$ cat config.mk
export PLATFORM = sky130hd
export DESIGN_NAME = data_mem_lsu
export DESIGN_NICKNAME = d
export VERILOG_FILES = /design/src/rtl/data_mem_lsu.sv
export SDC_FILE = /design/constraint.sdc
export NUM_CORES = 1
export LEC_CHECK = 0
export CORE_ASPECT_RATIO = 1.2
export CORE_UTILIZATION = 39
export DETAILED_ROUTE_END_ITERATION = 6
export PLACE_DENSITY = 0.73
export RECOVER_POWER = 25
export SKIP_CTS_REPAIR_TIMING = 1
export SLEW_MARGIN = 10
export SYNTH_ARGS = -nofsm -noshare
export SYNTH_HDL_FRONTEND = slang
export SYNTH_SLANG_ARGS = --single-unit
$ cat constraint.sdc
create_clock -name clk -period 2.9 [get_ports clk]
set_input_delay 0.58 -clock clk [delete_from_list [all_inputs] [get_ports clk]]
set_output_delay 0.58 -clock clk [all_outputs]
set_load 0.05 [all_outputs]
$ cat src/rtl/data_mem_lsu.sv
// Multi-cycle load/store unit between the core and a variable-latency data memory.
// Packs sb/sh/sw into word address, byte enables and lane-replicated write data,
// and sign/zero-extends lb/lh/lw/lbu/lhu/lwu read data. stall_o freezes the core
// until the access retires with a one-cycle rsp_valid_o pulse.
// Optional feature: define LSU_MISALIGN_TRAP_EN to fault misaligned half/word
// accesses; otherwise the offending low address bits are forced to zero.
// Only DATA_WIDTH = 32 is supported; memory depth is 2**DATA_MEM_ADDR_WIDTH words.
module data_mem_lsu #(
  parameter int unsigned DATA_WIDTH          = 32,
  parameter int unsigned DATA_MEM_ADDR_WIDTH = 10
) (
  input  logic                           clk,
  input  logic                           rst,
  // Core side
  input  logic                           req_valid_i,
  output logic                           req_ready_o,
  input  logic                           req_we_i,
  input  logic [2:0]                     req_funct3_i,
  input  logic [31:0]                    req_addr_i,
  input  logic [DATA_WIDTH-1:0]          req_wdata_i,
  output logic                           rsp_valid_o,
  output logic [DATA_WIDTH-1:0]          rsp_rdata_o,
  output logic                           rsp_fault_o,
  output logic                           stall_o,
  // Memory side
  output logic                           mem_req_o,
  output logic                           mem_we_o,
  output logic [DATA_MEM_ADDR_WIDTH-1:0] mem_addr_o,
  output logic [3:0]                     mem_be_o,
  output logic [DATA_WIDTH-1:0]          mem_wdata_o,
  input  logic                           mem_gnt_i,
  input  logic                           mem_rvalid_i,
  input  logic [DATA_WIDTH-1:0]          mem_rdata_i
);

  typedef enum logic [1:0] {StIdle, StReq, StWait, StResp} state_e;

  state_e                         state_q, state_d;
  logic                           we_q, we_d;
  logic [2:0]                     f3_q, f3_d;
  logic [1:0]                     off_q, off_d;
  logic [DATA_MEM_ADDR_WIDTH-1:0] maddr_q, maddr_d;
  logic [3:0]                     be_q, be_d;
  logic [DATA_WIDTH-1:0]          wdata_q, wdata_d;
  logic [DATA_WIDTH-1:0]          rdata_q, rdata_d;
  logic                           fault_q, fault_d;

  logic                           acc_illegal, acc_fault;
  logic [1:0]                     acc_off;
  logic [3:0]                     acc_be;
  logic [DATA_WIDTH-1:0]          acc_wdata;
  logic [DATA_WIDTH-1:0]          ld_data;
  logic [7:0]                     ld_byte;
  logic [15:0]                    ld_half;
  logic                           is_resp;
  logic                           unused_addr;

  // Address bits above the word index are dropped so accesses wrap on the memory depth.
  assign unused_addr = ^req_addr_i[31:DATA_MEM_ADDR_WIDTH+2];

  // Stores only support b/h/w; loads reject 011 and 111.
  assign acc_illegal = req_we_i ? (req_funct3_i > 3'b010)
                                : ((req_funct3_i == 3'b011) || (req_funct3_i == 3'b111));

`ifdef LSU_MISALIGN_TRAP_EN
  logic acc_misalign;
  assign acc_misalign = ((req_funct3_i[1:0] == 2'b01) && req_addr_i[0]) ||
                        ((req_funct3_i[1:0] == 2'b10) && (req_addr_i[1:0] != 2'b00));
  assign acc_fault    = acc_illegal || acc_misalign;
`else
  assign acc_fault    = acc_illegal;
`endif

  // Effective lane offset, byte enables and replicated write data for the incoming request.
  always_comb begin
    acc_off   = req_addr_i[1:0];
    acc_be    = 4'b1111;
    acc_wdata = req_wdata_i;
    case (req_funct3_i[1:0])
      2'b00: begin
        acc_be    = 4'b0001 << acc_off;
        acc_wdata = {4{req_wdata_i[7:0]}};
      end
      2'b01: begin
        acc_off   = {req_addr_i[1], 1'b0};
        acc_be    = 4'b0011 << acc_off;
        acc_wdata = {2{req_wdata_i[15:0]}};
      end
      default: acc_off = 2'b00;
    endcase
  end

  // Lane select and extension of returning read data.
  always_comb begin
    case (off_q)
      2'd0:    ld_byte = mem_rdata_i[7:0];
      2'd1:    ld_byte = mem_rdata_i[15:8];
      2'd2:    ld_byte = mem_rdata_i[23:16];
      default: ld_byte = mem_rdata_i[31:24];
    endcase
    ld_half = off_q[1] ? mem_rdata_i[31:16] : mem_rdata_i[15:0];
    case (f3_q[1:0])
      2'b00:   ld_data = f3_q[2] ? {24'b0, ld_byte} : {{24{ld_byte[7]}}, ld_byte};
      2'b01:   ld_data = f3_q[2] ? {16'b0, ld_half} : {{16{ld_half[15]}}, ld_half};
      default: ld_data = mem_rdata_i;
    endcase
  end

  // FSM state register.
  always_ff @(posedge clk or posedge rst) begin
    if (rst) state_q <= StIdle;
    else     state_q <= state_d;
  end

  // FSM next-state logic; rvalid is only honoured in StWait.
  always_comb begin
    state_d = state_q;
    unique case (state_q)
      StIdle:  if (req_valid_i)  state_d = acc_fault ? StResp : StReq;
      StReq:   if (mem_gnt_i)    state_d = we_q ? StResp : StWait;
      StWait:  if (mem_rvalid_i) state_d = StResp;
      StResp:                    state_d = StIdle;
      default:                   state_d = StIdle;
    endcase
  end

  // FSM outputs; response data is zeroed outside the response pulse.
  always_comb begin
    is_resp     = (state_q == StResp);
    req_ready_o = (state_q == StIdle);
    mem_req_o   = (state_q == StReq);
    mem_we_o    = (state_q == StReq) && we_q;
    rsp_valid_o = is_resp;
    rsp_fault_o = is_resp && fault_q;
    rsp_rdata_o = is_resp ? rdata_q : '0;
    stall_o     = ((state_q != StIdle) || req_valid_i) && !is_resp;
  end

  assign mem_addr_o  = maddr_q;
  assign mem_be_o    = be_q;
  assign mem_wdata_o = wdata_q;

  // Request capture on accept and load-data capture on rvalid.
  always_comb begin
    we_d    = we_q;
    f3_d    = f3_q;
    off_d   = off_q;
    maddr_d = maddr_q;
    be_d    = be_q;
    wdata_d = wdata_q;
    rdata_d = rdata_q;
    fault_d = fault_q;
    if ((state_q == StIdle) && req_valid_i) begin
      we_d    = req_we_i;
      f3_d    = req_funct3_i;
      off_d   = acc_off;
      maddr_d = req_addr_i[DATA_MEM_ADDR_WIDTH+1:2];
      be_d    = acc_be;
      wdata_d = acc_wdata;
      rdata_d = '0;
      fault_d = acc_fault;
    end else if ((state_q == StWait) && mem_rvalid_i) begin
      rdata_d = ld_data;
    end
  end

  // Datapath registers.
  always_ff @(posedge clk or posedge rst) begin
    if (rst) begin
      we_q    <= 1'b0;
      f3_q    <= 3'b000;
      off_q   <= 2'b00;
      maddr_q <= '0;
      be_q    <= 4'b0000;
      wdata_q <= '0;
      rdata_q <= '0;
      fault_q <= 1'b0;
    end else begin
      we_q    <= we_d;
      f3_q    <= f3_d;
      off_q   <= off_d;
      maddr_q <= maddr_d;
      be_q    <= be_d;
      wdata_q <= wdata_d;
      rdata_q <= rdata_d;
      fault_q <= fault_d;
    end
  end

endmodule
# --- Word level (Yosys, flattened, before mapping) ---
# Index checks and enable logic that the tools add are counted.
# Widths: inputs -> output; s select.
classes:
  magnitude_cmp: 1
  multipliers: 0
  eq_ne: 12
  bitwise_logic: 0
  n_shift: 2
  addsub: 0
  div_mod_pow: 0
  n_reduce_logical: 15
  mux: 18
ops:
  columns: ["operator", "count"]
  rows:
  - ["$mux 32", 5]
  - ["$pmux 32 s2", 2]
  - ["$pmux 8 s3", 1]
  - ["$mux 16", 1]
  - ["$eq 2x1->1 const B", 4]
  - ["$logic_not 2->1", 4]
  - ["$mux 2", 4]
  - ["$pmux 2 s4", 1]
  - ["$pmux 4 s2", 1]
  - ["$eq 2x2->1 const B", 3]
  - ["$logic_and 1x1->1", 5]
  - ["$ne 2x2->1 const B", 2]
  - ["$pmux 2 s2", 1]
  - ["$reduce_bool 2->1", 2]
  - ["$shl 1x2->4 const A", 1]
  - ["$shl 2x2->4 const A", 1]
  - ["$eq 3x2->1 const B", 1]
  - ["$eq 3x3->1 const B", 1]
  - ["$gt 3x2->1 const B", 1]
  - ["$reduce_and 3->1", 1]
  - ["$logic_or 1x1->1", 2]
  - ["$mux 1", 2]
  - ["$ne 2x1->1 const B", 1]
  - ["$logic_not 1->1", 1]
word_totals:
  register_bits: 87
  inputBits: 105
  latchBits: 0
  mem_count: 0
  out_inout_bits: 84
  wordCells: 57
  romBits: 0
  ram_bits: 0

# --- Logic depth before layout (Yosys ltp) ---
# Gate-level depths: netlist of run 1.
depth:
  ltp_word: 6
  ltp_mapped: 9
  ltp_nobuf: 6

# --- Least setup slack after synthesis of run 1 ---
# OpenSTA, ideal clock, no wires.
synth_timing:
  path_kind: "flip-flop to output port"
  startpoint: "register state_q[0]"
  endpoint: "output port stall_o"
  arrival_ns: 1.763
  stages_incl_launch_ff: 5
  slack_ns: 0.557
  n_path_buf: 0
  required_ns: 2.320
  path_cell_list: "dfrtp_1 > inv_1 > ha_1 > nor2b_1 > nor2_1"
synth_between:
  elab_chain_cells: 3
  word_cells_on_any_way: 5
synth_rtl:
  columns: ["item", "line", "source"]
  rows:
  - ["from (decl)", "38", "state_e state_q, state_d;"]
  - ["from (signal assigned)", "111", "if (rst) state_q <= StIdle;"]
  - ["from (signal assigned)", "112", "else state_q <= state_d;"]
  - ["$eq 2x2->1 / $reduce_bool 2->1 (equally long branches)", "129, 136", null]
  - ["$logic_not 1->1 / $logic_or 1x1->1 (equally long branches)", "136", "stall_o = ((state_q != StIdle) || req_valid_i) && !is_resp;"]
  - ["$logic_and 1x1->1 (*)", "136", null]
  - ["to (decl)", "24", "output logic stall_o,"]
# Mark *: on every way between the ends. The rest lies on a longest branch, timed or not.

# --- Final worst setup path of run 1 ---
layout_timing:
  startpoint: "register state_q[1]"
  endpoint: "output port mem_we_o"
layout_between:
  elab_chain_cells: 2
layout_rtl:
  columns: ["item", "line", "source"]
  rows:
  - ["$eq 2x1->1", "132", "mem_we_o = (state_q == StReq) && we_q;"]
  - ["$logic_and 1x1->1", "132", null]
  - ["to (decl)", "27", "output logic mem_we_o,"]
# No other way between the ends.

==> flow_metrics.py, run 1 <==
metrics = {
    "outcome": {
        "status": "finished, violations left",
        "failed_checks": "capacitance limit, slew limit",
    },
    "place": {
        "pre_cts_slack_ns": 0.523,
        "port_buffers": 168,
        "dp.cells": 733,
        "placed_cell_area_sq_um": 6240,
        "hpwl_um": 9520,
        "routabilityCongestion": 0.815,
    },
    "die": {
        "start_util_pct": 40.5,
        "die_width_um": 100,
        "rows": 42,
        "dieArea_sq_um": 12000,
        "core_sq_um": 11100,
        "io_pins": 189,
        "die_h_um": 120,
    },
    "routing": {
        "drcViolationCount": 0,
        "post_drt_via_cell_ratio": 5.37,
        "route.vias.total": 4025,
        "drt-total-wl_um": 13100,
        "drtPass1Iterations": 5,
        "routedWlPerCell_um": 17.4,
        "final_antenna_net_count": 0,
        "drt_iter0_drc": 194,
    },
    "layout": {
        "drive_gt1_share_pct": 16.8,
        "final_cells": 749,
        "fin_area_sq_um": 6640,
        "fillers": 977,
        "nets": 699,
        "ff_latch_area_sq_um": 2180,
        "syn_to_final_growth_pct": 47.2,
        "finish.utilization_pct": 59.6,
        "diodes": 0,
        "multi_input_area_sq_um": 2130,
    },
    "synth": {
        "yosys.area.top_type": "dfrtp_1",
        "seq_area_frac_synth_pct": 48.3,
        "yosys.area.top_type_share_pct": 48.3,
        "netlist_area_sq_um": 4510,
        "syn_area_per_cell_sq_um": 10.3,
        "synth_area_leaders": "dfrtp_1 48%, mux2_2 8.2%, mux2i_1 5.8%",
        "yosysMostFrequentCell": "dfrtp_1",
        "synth_warnings": 0,
        "synthCells": 437,
        "synthTopCellsByCount": "87 x dfrtp_1, 46 x nand2_1, 42 x o21ai_0, 35 x and2_1, 33 x mux2_2",
        "synth_cell_types": 36,
        "syn_nets": 546,
        "synth_ff_type": "dfrtp_1",
        "ys_ff_latch": 87,
        "synth_edf_count": 0,
        "async_reset_ff_share_pct": 100,
    },
    "timing": {
        "timing.hold.ws_ns": 0.477,
        "fin_crit_sh_pct": 91.4,
        "rsz0062_at_grt": "false",
        "period_needed_ns": 2.65,
        "fin_ws_ns": 0.248,
        "setup_violations": 0,
        "fin_worst_skew_ns": 0.00529,
        "tightest_slew_ns": 1.83,
        "fmax_ghz": 0.377,
        "hold_viol": 0,
        "relSlewSlack_pct": -22.7,
        "final.setup.tns_ns": 0,
        "slew_viol_final": 35,
    },
    "worst_setup_path": {
        "critPathArrivalTime_ns": 2.07,
        "critPathLaunchType": "register",
        "criticalPathCategory": "reg2out",
        "crit_fanout": 5,
        "end_kind": "output port",
        "critPathRequiredTime_ns": 2.32,
        "reg2reg_depth": 7,
    },
    "grt": {
        "antenna_found_initial": 0,
        "grt_start_max_net_pins": 65,
        "gr-total-overflow": 0,
        "gr-usage-all-layers_pct": 22.7,
        "grt_pass1_wl_um": 20900,
        "grt_pass1_vias": 4033,
    },
    "clock_tree": {
        "clkLatencyLatePin_ns": 0.34,
        "clkTransAtPathRegs_ns": 0.06,
        "h-tree-depth": 3,
        "clockBufferDepth": 2,
        "cts_num_sinks": 87,
        "cts_tree": "done",
        "cts_inserted_buffers": 9,
        "clockRootBuffer": "clkbuf_16",
    },
    "power_and_ir_drop": {
        "p_total_mw": 7.46,
        "p_leak_nw": 2.91,
        "ir_drop_mv": 0.677,
        "power_per_cell_area_nw_per_um2": 1120,
    },
    "run": {
        "maxCapViolations": 1,
    },
    "hold_path": {
        "hp-class": "reg2reg",
        "hold-path-cell-count": 2,
    },
}
==> critical path, cell delays in order, from the launching register on <==
cell and delay (ns):
dfrtp_1 0.43, inv_1 0.10, ha_1 0.20, and2_1 0.17, clkdlybuf4s50_1 0.84
==> final timing paths <==
check                                start  slack (ns)              end
max                             state_q[1]        0.25         mem_we_o
min                        mem_wdata_o[12]        0.48  mem_wdata_o[12]
max reg2reg                     state_q[0]        0.92      rdata_q[10]
min reg2reg                mem_wdata_o[12]        0.48  mem_wdata_o[12]
max in group asynchronous              rst        0.90       rdata_q[3]
min in group asynchronous              rst        1.16   mem_wdata_o[3]
==> power breakdown <==
| part | switching [mW] | internal (mW) |
|---|---|---|
| registers | 0.373 | 1.71 |
| clock network | 0.481 | 1.04 |
| logic | 2.44 | 1.41 |
| total | 3.29 | 4.16 |
==> sequential cells by signal (all words and copies together) (netlist names) <==
name and count:
mem_be_o 4, we_q 1, mem_wdata_o 32, mem_addr_o 10, f3_q 3, fault_q 1
state_q 2, rdata_q 32, off_q 2
==> cell families (layout without fill, tap and decap cells) <==
logic type	count (synthesis)	count (layout)	synth area share, %
AOI/OAI and AO/OA	125	125	18.9
DFF	87	87	48.3
buffers and inverters	45	203	4.69
adders and majority gates	4	4	1.11
muxes	59	59	14.0
and+or+nand+nor	117	117	13.0
==> cell type report <==
class	instances	share of cell area (%)
Inverter	8	0.471
Clock inverter	6	2.34
Tap cell	154	2.90
Sequential cell	87	32.8
Timing Repair Buffer	179	25.8
Clock buffer	10	3.60
Multi-Input combinational cell	305	32.1
==> metal layers <==
metal,track usage (%),up-vias,share of wire [%]
met5,0,-,0
met4,9.69,0,2.9
met3,7.80,23,9.6
met2,37.2,191,47
met1,26.8,1928,40
li1,-,1883,-
==> cells in the final DEF (no fill, tap or decap), types with 7 or more instances in the layout <==
| master | synthesis | final |
|---|---|---|
| a21oi_1 | 22 | 21 |
| a221o_1 | 17 | 17 |
| a221oi_1 | 7 | 7 |
| a22oi_1 | 8 | 8 |
| a32oi_1 | 7 | 7 |
| and2_1 | 35 | 35 |
| buf_4 | 0 | 43 |
| clkbuf_16 | 0 | 9 |
| clkdlybuf4s50_1 | 0 | 132 |
| dfrtp_1 | 87 | 87 |
| inv_1 | 8 | 7 |
| mux2_2 | 33 | 33 |
| mux2i_1 | 26 | 26 |
| nand2_1 | 46 | 45 |
| nand2b_1 | 10 | 10 |
| nor2_1 | 13 | 13 |
| o21ai_0 | 42 | 42 |
Power figures use the tool's default switching activity.
==> inputs of run 2 (changes only) <==
--- a/config.mk
+++ b/config.mk
@@ -7,6 +7,8 @@
 export LEC_CHECK = 0
 export CORE_ASPECT_RATIO = 1.2
 export CORE_UTILIZATION = 39
+export CTS_CLUSTER_DIAMETER = 120
+export CTS_CLUSTER_SIZE = 30
 export DETAILED_ROUTE_END_ITERATION = 6
 export PLACE_DENSITY = 0.73
 export RECOVER_POWER = 25
==> results of run 2 <==
Final layout, timing and power as in run 1 (identical DEF).
==> inputs of run 3 (changes only) <==
--- a/config.mk
+++ b/config.mk
@@ -7,13 +7,12 @@
 export LEC_CHECK = 0
 export CORE_ASPECT_RATIO = 1.2
 export CORE_UTILIZATION = 39
-export CTS_CLUSTER_DIAMETER = 120
+export CTS_CLUSTER_DIAMETER = 80
 export CTS_CLUSTER_SIZE = 30
 export DETAILED_ROUTE_END_ITERATION = 6
 export PLACE_DENSITY = 0.73
 export RECOVER_POWER = 25
 export SKIP_CTS_REPAIR_TIMING = 1
-export SLEW_MARGIN = 10
 export SYNTH_ARGS = -nofsm -noshare
 export SYNTH_HDL_FRONTEND = slang
 export SYNTH_SLANG_ARGS = --single-unit
==> results of run 3 <==
Final layout, timing and power as in run 1 (identical DEF).
